## config.mk

```make
export PLATFORM = sky130hd
export DESIGN_NAME = regfile_dump
export DESIGN_NICKNAME = d
export VERILOG_FILES = /design/src/rtl/regfile_dump.sv
export SDC_FILE = /design/constraint.sdc
export NUM_CORES = 1
export LEC_CHECK = 0
export BUFFER_PORTS_ARGS = -buffer_cell sky130_fd_sc_hd__buf_2
export CAP_MARGIN = 20
export CORE_MARGIN = 1
export CORE_UTILIZATION = 52
export CTS_BUF_LIST = sky130_fd_sc_hd__clkbuf_4 sky130_fd_sc_hd__clkbuf_8
export CTS_CLUSTER_SIZE = 12
export DETAILED_ROUTE_END_ITERATION = 8
export GPL_ROUTABILITY_DRIVEN = 0
export GPL_TIMING_DRIVEN = 0
export PLACE_DENSITY = 0.82
export SLEW_MARGIN = 25
export SYNTH_ARGS = -nofsm -noshare
export SYNTH_HDL_FRONTEND = slang
export SYNTH_SLANG_ARGS = --single-unit
```

## constraint.sdc

```tcl
create_clock -name clk -period 2.08 [get_ports clk]
set_input_delay 0.312 -clock clk [delete_from_list [all_inputs] [get_ports clk]]
set_output_delay 0.312 -clock clk [all_outputs]
set_load 0.01 [all_outputs]
```

## src/rtl/regfile_dump.sv

```systemverilog
// regfile_dump -- streams the contents of a 32-entry register file to a
// valid/ready consumer. Registers are read two at a time: rs_addr gets the
// even register and rt_addr the odd one. The pair is captured in one cycle
// and then sent as two consecutive words.
//
// Ports:
//   clk, rst              clock; synchronous active-high reset
//   start                 one-cycle request to dump all 32 registers
//                         (ignored while a dump is running)
//   abort                 cancels a running dump (no done pulse);
//                         also wins over start in IDLE
//   rs_addr / rt_addr     register-file read addresses (even / odd of pair k)
//   rs_data / rt_data     register-file read data, combinational from the addresses
//   dout_valid/dout_ready output handshake
//   dout_data/dout_index  register value and register number
//   dout_last             marks the register-31 word
//   busy                  high whenever the FSM is not in IDLE
//   done                  one-cycle pulse after the last word is accepted
module regfile_dump #(
    parameter int DATA_W = 32
) (
    input  logic              clk,
    input  logic              rst,
    input  logic              start,
    input  logic              abort,
    output logic [4:0]        rs_addr,
    output logic [4:0]        rt_addr,
    input  logic [DATA_W-1:0] rs_data,
    input  logic [DATA_W-1:0] rt_data,
    output logic              dout_valid,
    input  logic              dout_ready,
    output logic [DATA_W-1:0] dout_data,
    output logic [4:0]        dout_index,
    output logic              dout_last,
    output logic              busy,
    output logic              done
);

    typedef enum logic [2:0] {
        ST_IDLE  = 3'd0,
        ST_FETCH = 3'd1,
        ST_SEND0 = 3'd2,
        ST_SEND1 = 3'd3,
        ST_DONE  = 3'd4
    } state_t;

    state_t            state_r;
    logic [3:0]        k_r;          // pair counter, stops at 15 (never wraps)
    logic [DATA_W-1:0] b0_r;         // even register of the current pair
    logic [DATA_W-1:0] b1_r;         // odd register of the current pair
    logic [4:0]        rs_addr_r;
    logic [4:0]        rt_addr_r;
    logic              dout_valid_r;
    logic [DATA_W-1:0] dout_data_r;
    logic [4:0]        dout_index_r;
    logic              dout_last_r;
    logic              busy_r;
    logic              done_r;

    // Dump sequencer: state, pair counter, pair buffer and every output register.
    // The outputs are registered. Each value is loaded on the edge that
    // enters the state it belongs to, so it is valid for the whole state.
    always_ff @(posedge clk) begin
        if (rst) begin
            state_r      <= ST_IDLE;
            k_r          <= 4'd0;
            b0_r         <= '0;
            b1_r         <= '0;
            rs_addr_r    <= 5'd0;
            rt_addr_r    <= 5'd0;
            dout_valid_r <= 1'b0;
            dout_data_r  <= '0;
            dout_index_r <= 5'd0;
            dout_last_r  <= 1'b0;
            busy_r       <= 1'b0;
            done_r       <= 1'b0;
        end else if (abort && (state_r != ST_IDLE)) begin
            // Cancel: drop the current word and return to idle quietly.
            state_r      <= ST_IDLE;
            k_r          <= 4'd0;
            rs_addr_r    <= 5'd0;
            rt_addr_r    <= 5'd0;
            dout_valid_r <= 1'b0;
            dout_last_r  <= 1'b0;
            busy_r       <= 1'b0;
            done_r       <= 1'b0;
        end else begin
            case (state_r)
                ST_IDLE: begin
                    if (start && !abort) begin
                        state_r   <= ST_FETCH;
                        k_r       <= 4'd0;
                        rs_addr_r <= 5'd0;
                        rt_addr_r <= 5'd1;
                        busy_r    <= 1'b1;
                    end else begin
                        state_r <= ST_IDLE;
                    end
                end
                ST_FETCH: begin
                    // Capture both halves of the pair. The even word goes
                    // straight to the output register as well.
                    b0_r         <= rs_data;
                    b1_r         <= rt_data;
                    dout_data_r  <= rs_data;
                    dout_index_r <= {k_r, 1'b0};
                    dout_last_r  <= 1'b0;
                    dout_valid_r <= 1'b1;
                    state_r      <= ST_SEND0;
                end
                ST_SEND0: begin
                    if (dout_ready) begin
                        dout_data_r  <= b1_r;
                        dout_index_r <= {k_r, 1'b1};
                        dout_last_r  <= (k_r == 4'd15);
                        state_r      <= ST_SEND1;
                    end else begin
                        state_r <= ST_SEND0;
                    end
                end
                ST_SEND1: begin
                    if (dout_ready) begin
                        dout_valid_r <= 1'b0;
                        dout_last_r  <= 1'b0;
                        if (k_r == 4'd15) begin
                            done_r  <= 1'b1;
                            state_r <= ST_DONE;
                        end else begin
                            k_r       <= k_r + 4'd1;
                            rs_addr_r <= {k_r + 4'd1, 1'b0};
                            rt_addr_r <= {k_r + 4'd1, 1'b1};
                            state_r   <= ST_FETCH;
                        end
                    end else begin
                        state_r <= ST_SEND1;
                    end
                end
                ST_DONE: begin
                    // Start is not looked at here. A held start can only
                    // begin a new dump from IDLE on the following edge.
                    done_r    <= 1'b0;
                    busy_r    <= 1'b0;
                    rs_addr_r <= 5'd0;
                    rt_addr_r <= 5'd0;
                    state_r   <= ST_IDLE;
                end
                default: begin
                    state_r      <= ST_IDLE;
                    k_r          <= 4'd0;
                    rs_addr_r    <= 5'd0;
                    rt_addr_r    <= 5'd0;
                    dout_valid_r <= 1'b0;
                    dout_last_r  <= 1'b0;
                    busy_r       <= 1'b0;
                    done_r       <= 1'b0;
                end
            endcase
        end
    end

    assign rs_addr    = rs_addr_r;
    assign rt_addr    = rt_addr_r;
    assign dout_valid = dout_valid_r;
    assign dout_data  = dout_data_r;
    assign dout_index = dout_index_r;
    assign dout_last  = dout_last_r;
    assign busy       = busy_r;
    assign done       = done_r;

endmodule

```

==> results of run 1 <==
[where the power goes]
group / internal [mW] / total, mW / leakage, nW / switching, mW
Combinational: 0.218 / 0.496 / 1.00 / 0.278
Clock: 0.604 / 1.18 / 0.103 / 0.577
Sequential: 1.70 / 1.74 / 0.689 / 0.0420
Total: 2.52 / 3.42 / 1.80 / 0.897
[kinds of logic after synthesis]
family                   share of synthesized area, %
other                                           0.107
flip-flops                                       48.6
AND/OR/NAND/NOR                                  17.6
XOR/XNOR                                        0.501
buffers and inverters                            5.94
AO/OA/AOI/OAI                                    16.5
adder cells (fa/ha/maj)                         0.358
multiplexers                                     10.3
[registers in the layout, summed over array words and instances, names as in the netlist]
| name | count |
|---|---|
| b1_r | 32 |
| dout_data | 32 |
| dout_index | 5 |
| k_r | 4 |
| rs_addr | 4 |
| state_r | 3 |
| busy | 1 |
| done | 1 |
| dout_last | 1 |
| dout_valid | 1 |
| rt_addr | 1 |
[layer usage]
metal	global-route usage, %	vias up	routed length, um
met5	0	-	0
met3	5.64	10	390
met2	42.7	92	4170
met1	30.5	1520	3670
met4	8.31	0	109
li1	-	1627	-
[cells in the final DEF, fill, tap and decap left out, drive strengths merged, types with 2 or more instances in the layout]
master | synthesis | layout
nand2 | 71 | 71
a211oi | 36 | 36
nand3 | 5 | 5
mux2i | 36 | 36
a31oi | 2 | 2
inv | 3 | 3
a21oi | 42 | 42
o21ai | 7 | 7
or3b | 3 | 3
clkinv | 0 | 3
nand2b | 3 | 3
nor2 | 44 | 44
and3 | 2 | 2
buf | 22 | 139
or3 | 4 | 4
clkbuf | 14 | 25
nor3 | 4 | 4
dfxtp | 85 | 85
[cell type report]
class	instances	area, sq um	share of cell area [%]
buffer	36	196	4.48
inverter	3	11.3	0.257
clock buffer	11	145	3.31
tap	77	96.3	2.20
timing repair buffer	117	586	13.4
multi-input combinational	273	1590	36.2
sequential	85	1700	38.8
clock inverter	5	60.1	1.37
[how the worst max path moves through the flow]
stage	to	slack, ns	cells after the start
floorplan	b1_r[0]	0.56	6
global placement	dout_data[9]	0.34	6
detailed placement	dout_data[17]	0.28	5
CTS	dout_data[17]	0.25	5
global route	dout_data[28]	0.07	5
finish	dout_data[7]	0.25	5
[critical path: cells and delay by family (launching register included)]
| family | cells | cell delay, ns |
|---|---|---|
| buf+inv | 1 | 0.44 |
| compound gates | 2 | 0.62 |
| flops | 1 | 0.47 |
| simple gates | 2 | 0.21 |
==> impl_metrics.yaml, run 1 <==
status:
  outcome: "finished with violations"
  violations: "DRC"
placed_design:
  hpwlAfterDp_um: 6100
  placed_cell_area_sq_um: 4180
  place_ws_ns: 0.278
  placed_cells: 591
  port_buffers: 117
drt:
  routedWlPerCell_um: 13.7
  ant_nets: 0
  viasPerCell: 5.35
  num_vias: 3249
  drt_first_pass_iters: 6
  drt_wl_total_um: 8340
  drc_errors: 14
  drt_iter0_drc: 136
floorplan:
  die-area_sq_um: 7060
  fp.coreArea_sq_um: 6420
  die_w_um: 84.0
  io_pins: 120
  start_util_pct: 54.5
  placementRows: 29
  fp.dieH_um: 84.0
min_path:
  min_to: "b1_r[6]"
  whs_path_depth: 3
  hp-class: "in -> reg"
  min_from: "rt_data[6]"
clock_network:
  cts_tree: "yes"
  clk_path_buf_depth: 2
  cts-resized-gates: 0
  clockRootBuffer: "clkbuf_8"
  postCtsSetupRepairBufs: 0
  cts.sinks: 85
  cts_buffers: 9
  clock_latency_ns: 0.34
  htree_levels: 3
  path_clk_slew_ns: 0.09
  postCtsHoldBufs: 0
logic_synthesis:
  avgSynthCellArea_sq_um: 8.81
  synth-seq-cells: 85
  async_flop_share_pct: 0
  ys_warn_count: 0
  synth.largest_area_cell: "dfxtp_1"
  synth_area_leaders: "dfxtp_1, mux2i_1, nand2_1, a211oi_1, a21oi_1"
  synth_common_cells: "dfxtp_1, nand2_1, a21oi_1, nor2_1, mux2i_1"
  syn-num-nets: 467
  ys.flop_type: "dfxtp_1"
  synth.top_cell.area_share_pct: 48.6
  synth_area_sq_um: 3500
  synth.distinct_cells: 39
  post-synth-top-count-cell: "dfxtp_1"
  syn_inst: 397
  synth_edf_count: 0
  synth_seq_area_share_pct: 48.6
worst_setup_path:
  reg2regPathDepth: 5
  worstPathArrival_ns: 2.09
  crit_required_ns: 2.34
  cp-startpoint: "state_r[0]"
  rr_startpoint: "state_r[0]"
  critPathCaptureType: "flip-flop"
  reg2reg_slack_ns: 0.25
  crit_type: "reg -> reg"
  timing.rr.end: "dout_data[7]"
  critPathMaxFanout: 10
  worstPathCellList: "nand2b_1 > a211oi_2 > clkbuf_1 > nor2_1 > a211oi_1"
  slowest_delay_ns: 0.47
  crit_slowest_cell: "dfxtp_1"
  start_kind: "flip-flop"
grt:
  grt_max_degree: 15
  antenna_found_initial: 0
  grt_overflow: 0
  grt_pass1_wl_um: 14000
  grt_pass1_vias: 3072
  track_usage_pct: 24.8
layout:
  layoutNonFillerInstCount: 607
  drive_gt1_share_pct: 30.8
  syn2layout_area_growth_pct: 25.4
  fin_util_pct: 68.3
  nets: 595
  fillers: 570
  fin_area_sq_um: 4390
  diodes: 0
sta:
  post-route-period-util_pct: 87.9
  hold_violations: 0
  worst_hold_slack_ns: 0.193
  tightest_slew_ns: 0.578
  tns_ns: 0
  layout_setup_ws_ns: 0.252
  setup_violations: 0
  period_needed_ns: 1.83
  relSlewSlack_pct: 61.2
  worst_clock_skew_ns: 0.0105
  slew_violations: 0
  rsz0062_at_grt: "no"
  max_freq_mhz: 547
power:
  vdd_ir_drop_max_mv: 0.403
  fin_total_pwr_mw: 3.42
  p_per_area_nw_per_um2: 780
  leakagePower_nw: 1.80
run:
  cap_violations: 0
No activity file was read; power rests on OpenSTA's default activity.
==> run 2: changes to the inputs <==
--- a/config.mk
+++ b/config.mk
@@ -7,14 +7,16 @@
 export LEC_CHECK = 0
 export BUFFER_PORTS_ARGS = -buffer_cell sky130_fd_sc_hd__buf_2
 export CAP_MARGIN = 20
+export CELL_PAD_IN_SITES_DETAIL_PLACEMENT = 2
+export CELL_PAD_IN_SITES_GLOBAL_PLACEMENT = 2
 export CORE_MARGIN = 1
-export CORE_UTILIZATION = 52
+export CORE_UTILIZATION = 29
 export CTS_BUF_LIST = sky130_fd_sc_hd__clkbuf_4 sky130_fd_sc_hd__clkbuf_8
 export CTS_CLUSTER_SIZE = 12
 export DETAILED_ROUTE_END_ITERATION = 8
 export GPL_ROUTABILITY_DRIVEN = 0
 export GPL_TIMING_DRIVEN = 0
-export PLACE_DENSITY = 0.82
+export PLACE_DENSITY_LB_ADDON = 0.1
 export SLEW_MARGIN = 25
 export SYNTH_ARGS = -nofsm -noshare
 export SYNTH_HDL_FRONTEND = slang
==> impl_metrics.yaml, run 2 (synthesis results as in run 1) <==
sta:
  slew_violations: 0
  tightest_slew_ns: 0.620
  rsz0062_at_grt: "no"
  worst_clock_skew_ns: 0.00700
  relSlewSlack_pct: 58.4
  worst_hold_slack_ns: 0.176
  tns_ns: 0
  hold_violations: 0
  setup_violations: 0
  period_needed_ns: 1.89
  layout_setup_ws_ns: 0.192
  post-route-period-util_pct: 90.8
  max_freq_mhz: 530
layout:
  fin_area_sq_um: 4450
  nets: 595
  fillers: 1332
  fin_util_pct: 38.5
  layoutNonFillerInstCount: 672
  drive_gt1_share_pct: 30.8
  final_common_cell: "buf_2"
  syn2layout_area_growth_pct: 27.2
  mostFrequentLayoutCells: "buf_2, dfxtp_1, nand2_1"
  diodes: 0
grt:
  grt_pass1_vias: 3565
  grt_pass1_wl_um: 18400
  grt_overflow: 0
  grt_max_degree: 13
  track_usage_pct: 18.9
  antenna_found_initial: 0
floorplan:
  placementRows: 39
  fp.dieH_um: 112
  die_w_um: 112
  io_pins: 120
  fp.coreArea_sq_um: 11600
  start_util_pct: 30.2
  die-area_sq_um: 12500
run:
  cap_violations: 0
clock_network:
  path_clk_slew_ns: 0.08
  clock_latency_ns: 0.37
  clk_path_buf_depth: 2
  htree_levels: 3
  clockRootBuffer: "clkbuf_8"
  cts.sinks: 85
  postCtsHoldBufs: 0
  cts_tree: "yes"
  cts_buffers: 9
placed_design:
  port_buffers: 117
  placed_cell_area_sq_um: 4260
  hpwlAfterDp_um: 8350
  place_ws_ns: 0.145
  placed_cells: 657
drt:
  viasPerCell: 4.88
  drt_wl_total_um: 11100
  num_vias: 3276
  drt_iter0_drc: 117
  drc_errors: 12
  ant_nets: 0
  routedWlPerCell_um: 16.4
  drt_first_pass_iters: 6
worst_setup_path:
  slowest_delay_ns: 0.48
  critPathTopFamily: "buffers and inverters"
  path_buf_inv: 2
  crit_path_frequent_cell: "buf_2"
  crit_required_ns: 2.31
  crit_type: "reg -> reg"
  start_kind: "flip-flop"
  crit_slowest_cell: "dfxtp_1"
  worstPathArrival_ns: 2.11
  worstPathCellList: "nand2b_1 > a211oi_2 > buf_2 > buf_2 > a211oi_1"
  critPathCaptureType: "flip-flop"
  critPathMaxFanout: 10
  reg2reg_slack_ns: 0.19
min_path:
  hp-class: "in -> reg"
power:
  leakagePower_nw: 1.80
  fin_total_pwr_mw: 3.39
  p_per_area_nw_per_um2: 763
  vdd_ir_drop_max_mv: 0.317
status:
  violations: "DRC"
  outcome: "finished with violations"
==> run 2: cell count changes in the layout (fill, tap and decap cells not counted), sizes merged <==
| cell | previous run | this run |
|---|---|---|
| bufinv | 1 | 0 |
| clkbuf | 25 | 28 |
| clkinv | 3 | 1 |
| clkinvlp | 1 | 0 |
==> run 2: final timing paths <==
path                             startpoint  cells after the start      endpoint
worst max-delay path             state_r[0]                      5  dout_data[5]
worst min-delay path            rt_data[18]                      3      b1_r[18]
worst max register to register   state_r[0]                      5  dout_data[5]
worst min register to register     b1_r[16]                      2      b1_r[16]
==> run 2: worst min-delay path, cell delays in order <==
cell and delay [ns]:
buf_2 0.09, nand2_1 0.05, a21oi_1 0.05
==> run 2: repair_timing <==
| action | in CTS | in global routing |
|---|---|---|
| setup endpoints to repair | 0 | 2 |
| setup buffers | 0 | 0 |
| resized for setup | 0 | 2 |
==> run 2: per-layer routing <==
| layer | up-vias | track usage, % | share of wire (%) |
|---|---|---|---|
| li1 | 1616 | - | - |
| met1 | 1571 | 23.4 | 45 |
| met2 | 77 | 32.0 | 48 |
| met3 | 12 | 3.70 | 5.0 |
| met4 | 0 | 7.84 | 1.6 |
| met5 | - | 0 | 0 |
==> run 2: layout make-up <==
| cell class | count | area (sq um) | area share (%) |
|---|---|---|---|
| Clock buffer | 14 | 180 | 4.05 |
| Buffer | 36 | 198 | 4.44 |
| Timing Repair Buffer | 117 | 586 | 13.2 |
| Clock inverter | 1 | 5.00 | 0.112 |
| Sequential cell | 85 | 1700 | 38.2 |
| Multi-Input combinational cell | 273 | 1590 | 35.7 |
| Inverter | 3 | 11.3 | 0.253 |
| Tap cell | 143 | 179 | 4.02 |
==> run 2: where the power goes <==
part           internal (mW)  switching [mW]  leakage [nW]
registers               1.70          0.0421         0.689
clock network          0.552           0.584        0.0994
logic                  0.218           0.298          1.01
total                   2.47           0.924          1.80
